===== src/rtl/alu_div.sv =====
// alu_div: sequential signed restoring divider, one quotient bit per clock, result {remainder, quotient}
module alu_div #(
  parameter int WIDTH = 32
) (
  input  logic               clock,
  input  logic               clear,
  input  logic               start,
  input  logic [WIDTH-1:0]   x,
  input  logic [WIDTH-1:0]   y,
  output logic               busy,
  output logic               done,
  output logic               div_zero,
  output logic [2*WIDTH-1:0] result
);
  localparam logic [1:0] IDLE = 2'd0, RUN = 2'd1, FIX = 2'd2;
  localparam int CW = $clog2(WIDTH);
  logic [1:0]       state;
  logic [WIDTH-1:0] q, d, ax, ay;
  logic [WIDTH:0]   rem, sh, t;
  logic             sx, sq;
  logic [CW-1:0]    count;
  always_comb begin
    ax = x[WIDTH-1] ? -x : x;
    ay = y[WIDTH-1] ? -y : y;
    sh = {rem[WIDTH-1:0], q[WIDTH-1]};
    t  = sh - {1'b0, d};
  end
  always_ff @(posedge clock or posedge clear) begin
    if (clear) begin
      state    <= IDLE;
      q        <= '0;
      d        <= '0;
      rem      <= '0;
      sx       <= 1'b0;
      sq       <= 1'b0;
      count    <= '0;
      busy     <= 1'b0;
      done     <= 1'b0;
      div_zero <= 1'b0;
      result   <= '0;
    end else begin
      done <= 1'b0;
      case (state)
        IDLE: if (start) begin
          if (y == '0) begin
            result   <= {x, {WIDTH{1'b1}}};
            div_zero <= 1'b1;
            done     <= 1'b1;
          end else begin
            q        <= ax;
            d        <= ay;
            rem      <= '0;
            sx       <= x[WIDTH-1];
            sq       <= x[WIDTH-1] ^ y[WIDTH-1];
            count    <= '0;
            busy     <= 1'b1;
            div_zero <= 1'b0;
            state    <= RUN;
          end
        end
        RUN: begin
          // t[WIDTH] set means the trial subtraction went negative: restore
          rem   <= t[WIDTH] ? sh : t;
          q     <= {q[WIDTH-2:0], ~t[WIDTH]};
          count <= count + 1'b1;
          state <= (count == CW'(WIDTH - 1)) ? FIX : RUN;
        end
        FIX: begin
          result <= {sx ? -rem[WIDTH-1:0] : rem[WIDTH-1:0], sq ? -q : q};
          done   <= 1'b1;
          busy   <= 1'b0;
          state  <= IDLE;
        end
        default: state <= IDLE;
      endcase
    end
  end
endmodule


===== config.mk =====
export PLATFORM = sky130hd
export DESIGN_NAME = alu_div
export DESIGN_NICKNAME = d
export VERILOG_FILES = /design/src/rtl/alu_div.sv
export SDC_FILE = /design/constraint.sdc
export NUM_CORES = 1
export LEC_CHECK = 0
export BUFFER_PORTS_ARGS = -buffer_cell sky130_fd_sc_hd__buf_2
export CAP_MARGIN = 20
export CORE_AREA = 3 3 148 150
export CTS_CLUSTER_SIZE = 8
export DETAILED_ROUTE_END_ITERATION = 12
export DIE_AREA = 0 0 151 153
export HOLD_SLACK_MARGIN = 0.08
export PLACE_DENSITY = 0.75
export SYNTH_ARGS = -nofsm -noshare
export SYNTH_HDL_FRONTEND = slang
export SYNTH_SLANG_ARGS = --single-unit

===== constraint.sdc =====
create_clock -name clock -period 6.8 [get_ports clock]
set_input_delay 1.02 -clock clock [delete_from_list [all_inputs] [get_ports clock]]
set_output_delay 1.02 -clock clock [all_outputs]
set_load 0.05 [all_outputs]

# ---- After elaboration in Yosys (flattened, before gate mapping)
# Index checks and enable logic that the tools add are counted.
dict set report word_totals {
  reg_bits 172
  inputBits 67
}
dict set report classes {
  add_sub_neg 6
  eq_ne 6
  n_mux 27
  bitwise 3
  reduce_logical 10
}
# cell n
set ops {}
lappend ops {{$mux W32} 9}
lappend ops {{$mux W64} 2}
lappend ops {{$neg A32 Y32} 4}
lappend ops {{$pmux W32 S2} 2}
lappend ops {{$pmux W64 S2} 1}
lappend ops {{$sub A33 B32 Y33} 1}
lappend ops {{$logic_not A32 Y1} 1}
lappend ops {{$reduce_and A3 Y1} 4}
lappend ops {{$mux W5} 2}
lappend ops {{$pmux W5 S2} 1}
lappend ops {{$mux W2} 3}
lappend ops {{$ne A2 B2 Y1 const B} 3}
lappend ops {{$add A5 B1 Y5 const B} 1}
lappend ops {{$eq A5 B5 Y1 const B} 1}
lappend ops {{$mux W1} 4}
lappend ops {{$pmux W1 S2} 2}
lappend ops {{$pmux W2 S2} 1}
lappend ops {{$reduce_and A2 Y1} 2}
lappend ops {{$reduce_bool A2 Y1} 2}
lappend ops {{$eq A2 B1 Y1 const B} 1}
lappend ops {{$eq A2 B2 Y1 const B} 1}
lappend ops {{$logic_not A2 Y1} 1}
lappend ops {{$not A1 Y1} 2}
lappend ops {{$xor A1 B1 Y1} 1}

# ---- Depth between registers and ports, before layout
dict set report depth {
  word_depth 5
  ltp_mapped 13
}

# ---- Worst setup path after synthesis
# OpenSTA, ideal clock, no wires.
dict set report synth_timing {
  path_type {input port to flip-flop}
  startpoint {in y[26]}
  endpoint {reg result[32]}
  setup_time_ps 104
  arrival_ps 3172
  path_slack_ps 3524
  stages 10
  n_path_buf 2
  cell_sequence {or4_1 -> or3_1 -> nor3_2 -> a21oi_1 -> or2_1 -> buf_2 -> inv_2 -> buf_4 -> nor2_1 -> a221oi_1}
}
dict set report synth_between {
  elab_chain_cells 3
}
# item line_no
set synth_rtl {}
lappend synth_rtl {{start: declaration} 9} ;# input logic [WIDTH-1:0] y,
lappend synth_rtl {{$logic_not A32 Y1} 45} ;# if (y == '0) begin
lappend synth_rtl {{$ne A2 B2 Y1 (no source line)} --}
lappend synth_rtl {{$reduce_and A3 Y1 (no source line)} --}
lappend synth_rtl {{end signal: assignment} 46} ;# result <= {x, {WIDTH{1'b1}}};
lappend synth_rtl {{end signal: assignment} 69} ;# result <= {sx ? -rem[WIDTH-1:0] : rem[WIDTH-1:0], sq ? -q : q};
lappend synth_rtl {{end: declaration} 13} ;# output logic [2*WIDTH-1:0] result
# No other way between the ends.
# A chain may end at the register's enable or synchronous reset.

# ---- Final worst setup path
dict set report layout_timing {
  startpoint {reg q[31]}
  endpoint {reg rem[11]}
}
dict set report layout_between {
  elab_chain_cells 3
}
# item line_no
set layout_rtl {}
lappend layout_rtl {{start: declaration} 18} ;# logic [WIDTH-1:0] q, d, ax, ay;
lappend layout_rtl {{start signal: assignment} 64} ;# q <= {q[WIDTH-2:0], ~t[WIDTH]};
lappend layout_rtl {{$sub A33 B32 Y33} 26} ;# t = sh - {1'b0, d};
lappend layout_rtl {{$mux W32} 63} ;# rem <= t[WIDTH] ? sh : t;
lappend layout_rtl {{$pmux W32 S2} 43} ;# case (state)
lappend layout_rtl {{end signal: assignment} 63}
lappend layout_rtl {{end: declaration} 19} ;# logic [WIDTH:0] rem, sh, t;
# No other way between the ends.

==> reports/results.txt <==
Power spread over the standard cell area amounts to 566.9 nW/um^2. Final critical-path share of the clock period: 59.53%. The logs give 9395 for the number of global-route vias before repair and 17 for the number of buffers inserted during clock tree synthesis.

The tools report the arrival time at the worst endpoint as 4.39 ns. The tools report the sink of the worst hold path as busy$_DFFE_PP0P_. For the worst-skew pair, the clock arrives at the later sink with an insertion delay of 0.44 ns.

In this run the worst path has a maximum fanout of 28. For the number of antenna violations at the first check in global routing, the log shows 0. The cell row count came out at 53.

The logs give 49.18 mm for the global-route wire length before repair and 0.4778 ns for the worst hold margin. In the final routed layout, each cell accounts on average for 17.74 um. The number of hold buffers added after cts is 0, and the internal reg-to-reg setup slack is 2.75 ns. The smallest clock period supported by the final layout is computed as 4.048 ns. TritonCTS built the clock tree.

After the flow finishes, the layout carries non-filler instances totaling 1716. In the global route stage, overall resource usage came out at 26.45%. Class of the worst hold path: flip-flop to flip-flop.

The number of placed instances, taps included, is 1682. The prevailing post-synth register cell was sky130_fd_sc_hd__dfrtp_1. Ranked by total cell area, the synthesized netlist is headed by sky130_fd_sc_hd__dfrtp_1, sky130_fd_sc_hd__nand2_1, sky130_fd_sc_hd__xnor2_1. The worst setup path is captured at a flip-flop. The post-DP HPWL was 22.74 mm; the area occupied by registers was 4304 sq um. The flow ran to the end, and the final reports show no timing, DRC or antenna violations. Buffers added to address setup during post-CTS repair amount to 0. The number of maximum-capacitance constraint violations is 0, and the maximum vdd ir drop is 0.0002488 V. Gates resized during post-CTS repair numbered 0. The startpoint identified for the worst hold timing path is busy$_DFFE_PP0P_. The endpoint identified for the worst register-to-register timing path is rem[11]$_DFFE_PP0P_.

The starting DRC count in detailed routing was 662. After synthesis, the mean cell area works out to 8.514 sq um. For this run the aggregate overflow at the end of global routing stands at 0.

The die width is 151 um. For the setup violation total in the final timing report, the log shows 0. The buffer type at the clock tree root was sky130_fd_sc_hd__clkbuf_16. In this run the remaining antenna-violating nets after routing total 0. 0 antenna diodes ended up in the layout.

In this run, synthesis inferred 0 flip-flops with an integrated enable. Entering global routing, the biggest net connects 108 pins. The final hold violation count is 0. The run gives 0.01369 ns as the final setup skew.

In this run the tool buffered the top-level ports with 133 buffer cells. The startpoint type of the worst setup path was a flip-flop. In this run the deepest clock path goes through 2 buffers.

Routability-driven placement finished with a final weighted congestion of 0.9304. Counting the fill cells in the layout gives 1887. Relative to the synthesized area, the layout overhead comes to 12.35%. For the final-stage net count, the log shows 1534. The clock sink count was 172. Across all layers, the routed design uses 10200 vias. The run gives 0.2470 GHz as the maximum clock frequency.

Measured in cells, the most critical reg-to-reg path has a length of 12. The tools report the initial core utilization as 54.75%. The number of standard cells after synthesis is 1339. The level count of the clock H-tree was 4.

The setup path with the least slack is of type flip-flop to flip-flop. The multi-input combinational cells in the finished layout cover a total of 6581 sq um. The count of warnings emitted by yosys came out at 0.

In this run the critical register-to-register path is launched from q[31]$_DFFE_PP0P_. For the pin with the worst max-slew slack, the measured transition is 0.9805 ns. Setup repair after global routing left no endpoint under its margin.

The clock-pin transition on the worst setup and hold timing paths came out at 0.07 ns. The run gives 81 as the distinct cell type count after synthesis. The flop and latch count out of synthesis is 172, and the final routed DRC violation total is 0. Cells with a size suffix above 1 make up 14.57% of the layout.

Summed over its instances, the top area cell type makes up 37.76% of the synthesized netlist area. Summed over all cells, the static leakage comes to 5.770 nW. The tools report the area of the mapped netlist as 11400 sq um. The net count after synthesis was 1445; the required time reported for the critical path endpoint was 7.14 ns. The register area share after synthesis came out at 37.76%.

Async set-reset flop share out of synthesis: 100.0%. In this run the tightest slew margin relative to its limit is 34.45%. 134 I/O pins were placed.

The run gives 0 as the number of slew-limit violations in the final report. The total die area came out at 23100 sq um. The number of detailed-route iterations in the first pass is 5.

The core region is 20820 sq um. The run gives 0 ns as the final-layout setup total negative slack. The routed via count divided by cell count was 5.944.

The biggest area contributor in the post-synthesis netlist is sky130_fd_sc_hd__dfrtp_1. The sum of routed wire length over all layers was 30.45 mm. The worst hold path passes through 2 cells. The floorplan step set the die height to 153 um.
==> worst max path at each step <==
stage / slack (ns) / end / startpoint / cells after the start
floorplan: 1.12 / busy$_DFFE_PP0P_ / clear / 1
global placement: 2.62 / result[49]$_DFFE_PP0P_ / y[8] / 9
detailed placement: 2.58 / result[49]$_DFFE_PP0P_ / y[8] / 9
CTS: 2.74 / rem[11]$_DFFE_PP0P_ / q[31]$_DFFE_PP0P_ / 12
global route: 2.52 / rem[11]$_DFFE_PP0P_ / q[31]$_DFFE_PP0P_ / 12
finish: 2.75 / rem[11]$_DFFE_PP0P_ / q[31]$_DFFE_PP0P_ / 12
==> metrics by stage <==
stage | total power [mW] | setup slack (ns) | util, % | instance area [sq um]
2_1_floorplan | 5.335 | 1.120 | - | 11400
4_1_cts | 7.253 | 2.736 | 61.30 | 12760
6_report | 7.260 | 2.752 | 61.51 | 12810
3_3_place_gp | 6.169 | 2.620 | 58.48 | 12180
3_5_place_dp | 6.268 | 2.576 | 58.48 | 12180
5_1_grt | 7.859 | 2.521 | 61.51 | 12810
==> registers in the layout (all words and copies together) (netlist names) <==
signal and cells:
sq 1, count 5, result 64, div_zero 1, done 1, state 2
sx 1, q 32, busy 1, d 32, rem 32
==> synthesized netlist by cell type, types with 3 or more instances <==
cell type                  count
sky130_fd_sc_hd__o41ai_1      20
sky130_fd_sc_hd__nor4_1       11
sky130_fd_sc_hd__o31ai_1      27
sky130_fd_sc_hd__nand4_1       6
sky130_fd_sc_hd__inv_1        53
sky130_fd_sc_hd__nand2b_1     11
sky130_fd_sc_hd__clkbuf_1     47
sky130_fd_sc_hd__o21ai_0     130
sky130_fd_sc_hd__buf_4         3
sky130_fd_sc_hd__a31oi_1      15
sky130_fd_sc_hd__a21o_1       14
sky130_fd_sc_hd__and4_1        3
sky130_fd_sc_hd__nor2b_1       5
sky130_fd_sc_hd__nor2_1       96
sky130_fd_sc_hd__nand3_1      13
sky130_fd_sc_hd__a211oi_1      6
sky130_fd_sc_hd__xnor2_1      79
sky130_fd_sc_hd__o22ai_1      10
sky130_fd_sc_hd__mux2i_1      26
sky130_fd_sc_hd__o211ai_1      5
sky130_fd_sc_hd__buf_2        21
sky130_fd_sc_hd__and3_1       10
sky130_fd_sc_hd__or2_2         3
sky130_fd_sc_hd__o221a_2       5
sky130_fd_sc_hd__nor3_1       38
sky130_fd_sc_hd__a22o_1        5
sky130_fd_sc_hd__or3_1        10
sky130_fd_sc_hd__or4_1        12
sky130_fd_sc_hd__a221o_1      13
sky130_fd_sc_hd__o21a_1        6
sky130_fd_sc_hd__and2_1        4
sky130_fd_sc_hd__a221oi_1      3
sky130_fd_sc_hd__a21oi_1     101
sky130_fd_sc_hd__dfrtp_1     172
sky130_fd_sc_hd__o221ai_1      3
sky130_fd_sc_hd__xor2_1       69
sky130_fd_sc_hd__nand2_1     192
sky130_fd_sc_hd__ha_1         38
==> worst max-delay path: stages, from the launching register on <==
cell and delay [ns]:
sky130_fd_sc_hd__dfrtp_1 0.39, sky130_fd_sc_hd__inv_1 0.10, sky130_fd_sc_hd__ha_1 0.23, sky130_fd_sc_hd__fa_1 0.40
sky130_fd_sc_hd__nand2b_1 0.20, sky130_fd_sc_hd__a2111oi_2 0.38, sky130_fd_sc_hd__nor4_1 0.15, sky130_fd_sc_hd__or3_1 0.40
sky130_fd_sc_hd__and2b_1 0.24, sky130_fd_sc_hd__o311ai_4 0.48, sky130_fd_sc_hd__buf_4 0.49, sky130_fd_sc_hd__nand2_1 0.22
sky130_fd_sc_hd__o221ai_1 0.25
==> metal layers <==
layer / track usage (%) / routed length (um) / vias up
li1: - / - / 4955
met1: 36.55 / 13210 / 4814
met2: 42.45 / 13970 / 367
met3: 3.558 / 2148 / 64
met4: 9.845 / 1118 / 0
met5: 0 / 0 / -
==> layout by cell type (no fill, tap or decap), types with 26 or more instances in the layout <==
master / n
sky130_fd_sc_hd__nand2_1: 192
sky130_fd_sc_hd__dfrtp_1: 172
sky130_fd_sc_hd__buf_2: 133
sky130_fd_sc_hd__o21ai_0: 130
sky130_fd_sc_hd__a21oi_1: 101
sky130_fd_sc_hd__nor2_1: 94
sky130_fd_sc_hd__xnor2_1: 79
sky130_fd_sc_hd__xor2_1: 69
sky130_fd_sc_hd__inv_1: 52
sky130_fd_sc_hd__nor3_1: 38
sky130_fd_sc_hd__ha_1: 38
sky130_fd_sc_hd__o31ai_1: 27
sky130_fd_sc_hd__mux2i_1: 26
==> report_power, final <==
part | total (mW) | internal [mW] | switching [mW]
logic | 4.27 | 1.72 | 2.56
registers | 2.01 | 1.50 | 0.517
clock network | 0.971 | 0.500 | 0.471
total | 7.26 | 3.71 | 3.55
==> logic make-up after synthesis <==
logic type	count (synthesis)	synth area share [%]
buffers and inverters	129	4.818
muxes	28	2.481
adders and majority gates	39	4.346
and+or+nand+nor	434	17.65
DFF	172	37.76
xor gates and xnor gates	148	11.37
AOI/OAI and AO/OA	389	21.58
==> cell type report <==
class,instances,area share (%)
Timing Repair Buffer,145,6.116
Sequential cell,172,33.61
Inverter,54,1.622
Clock inverter,14,1.153
Tap cell,275,2.687
Clock buffer,18,3.429
Multi-Input combinational cell,1038,51.39
(Power assumes the default switching activity.)
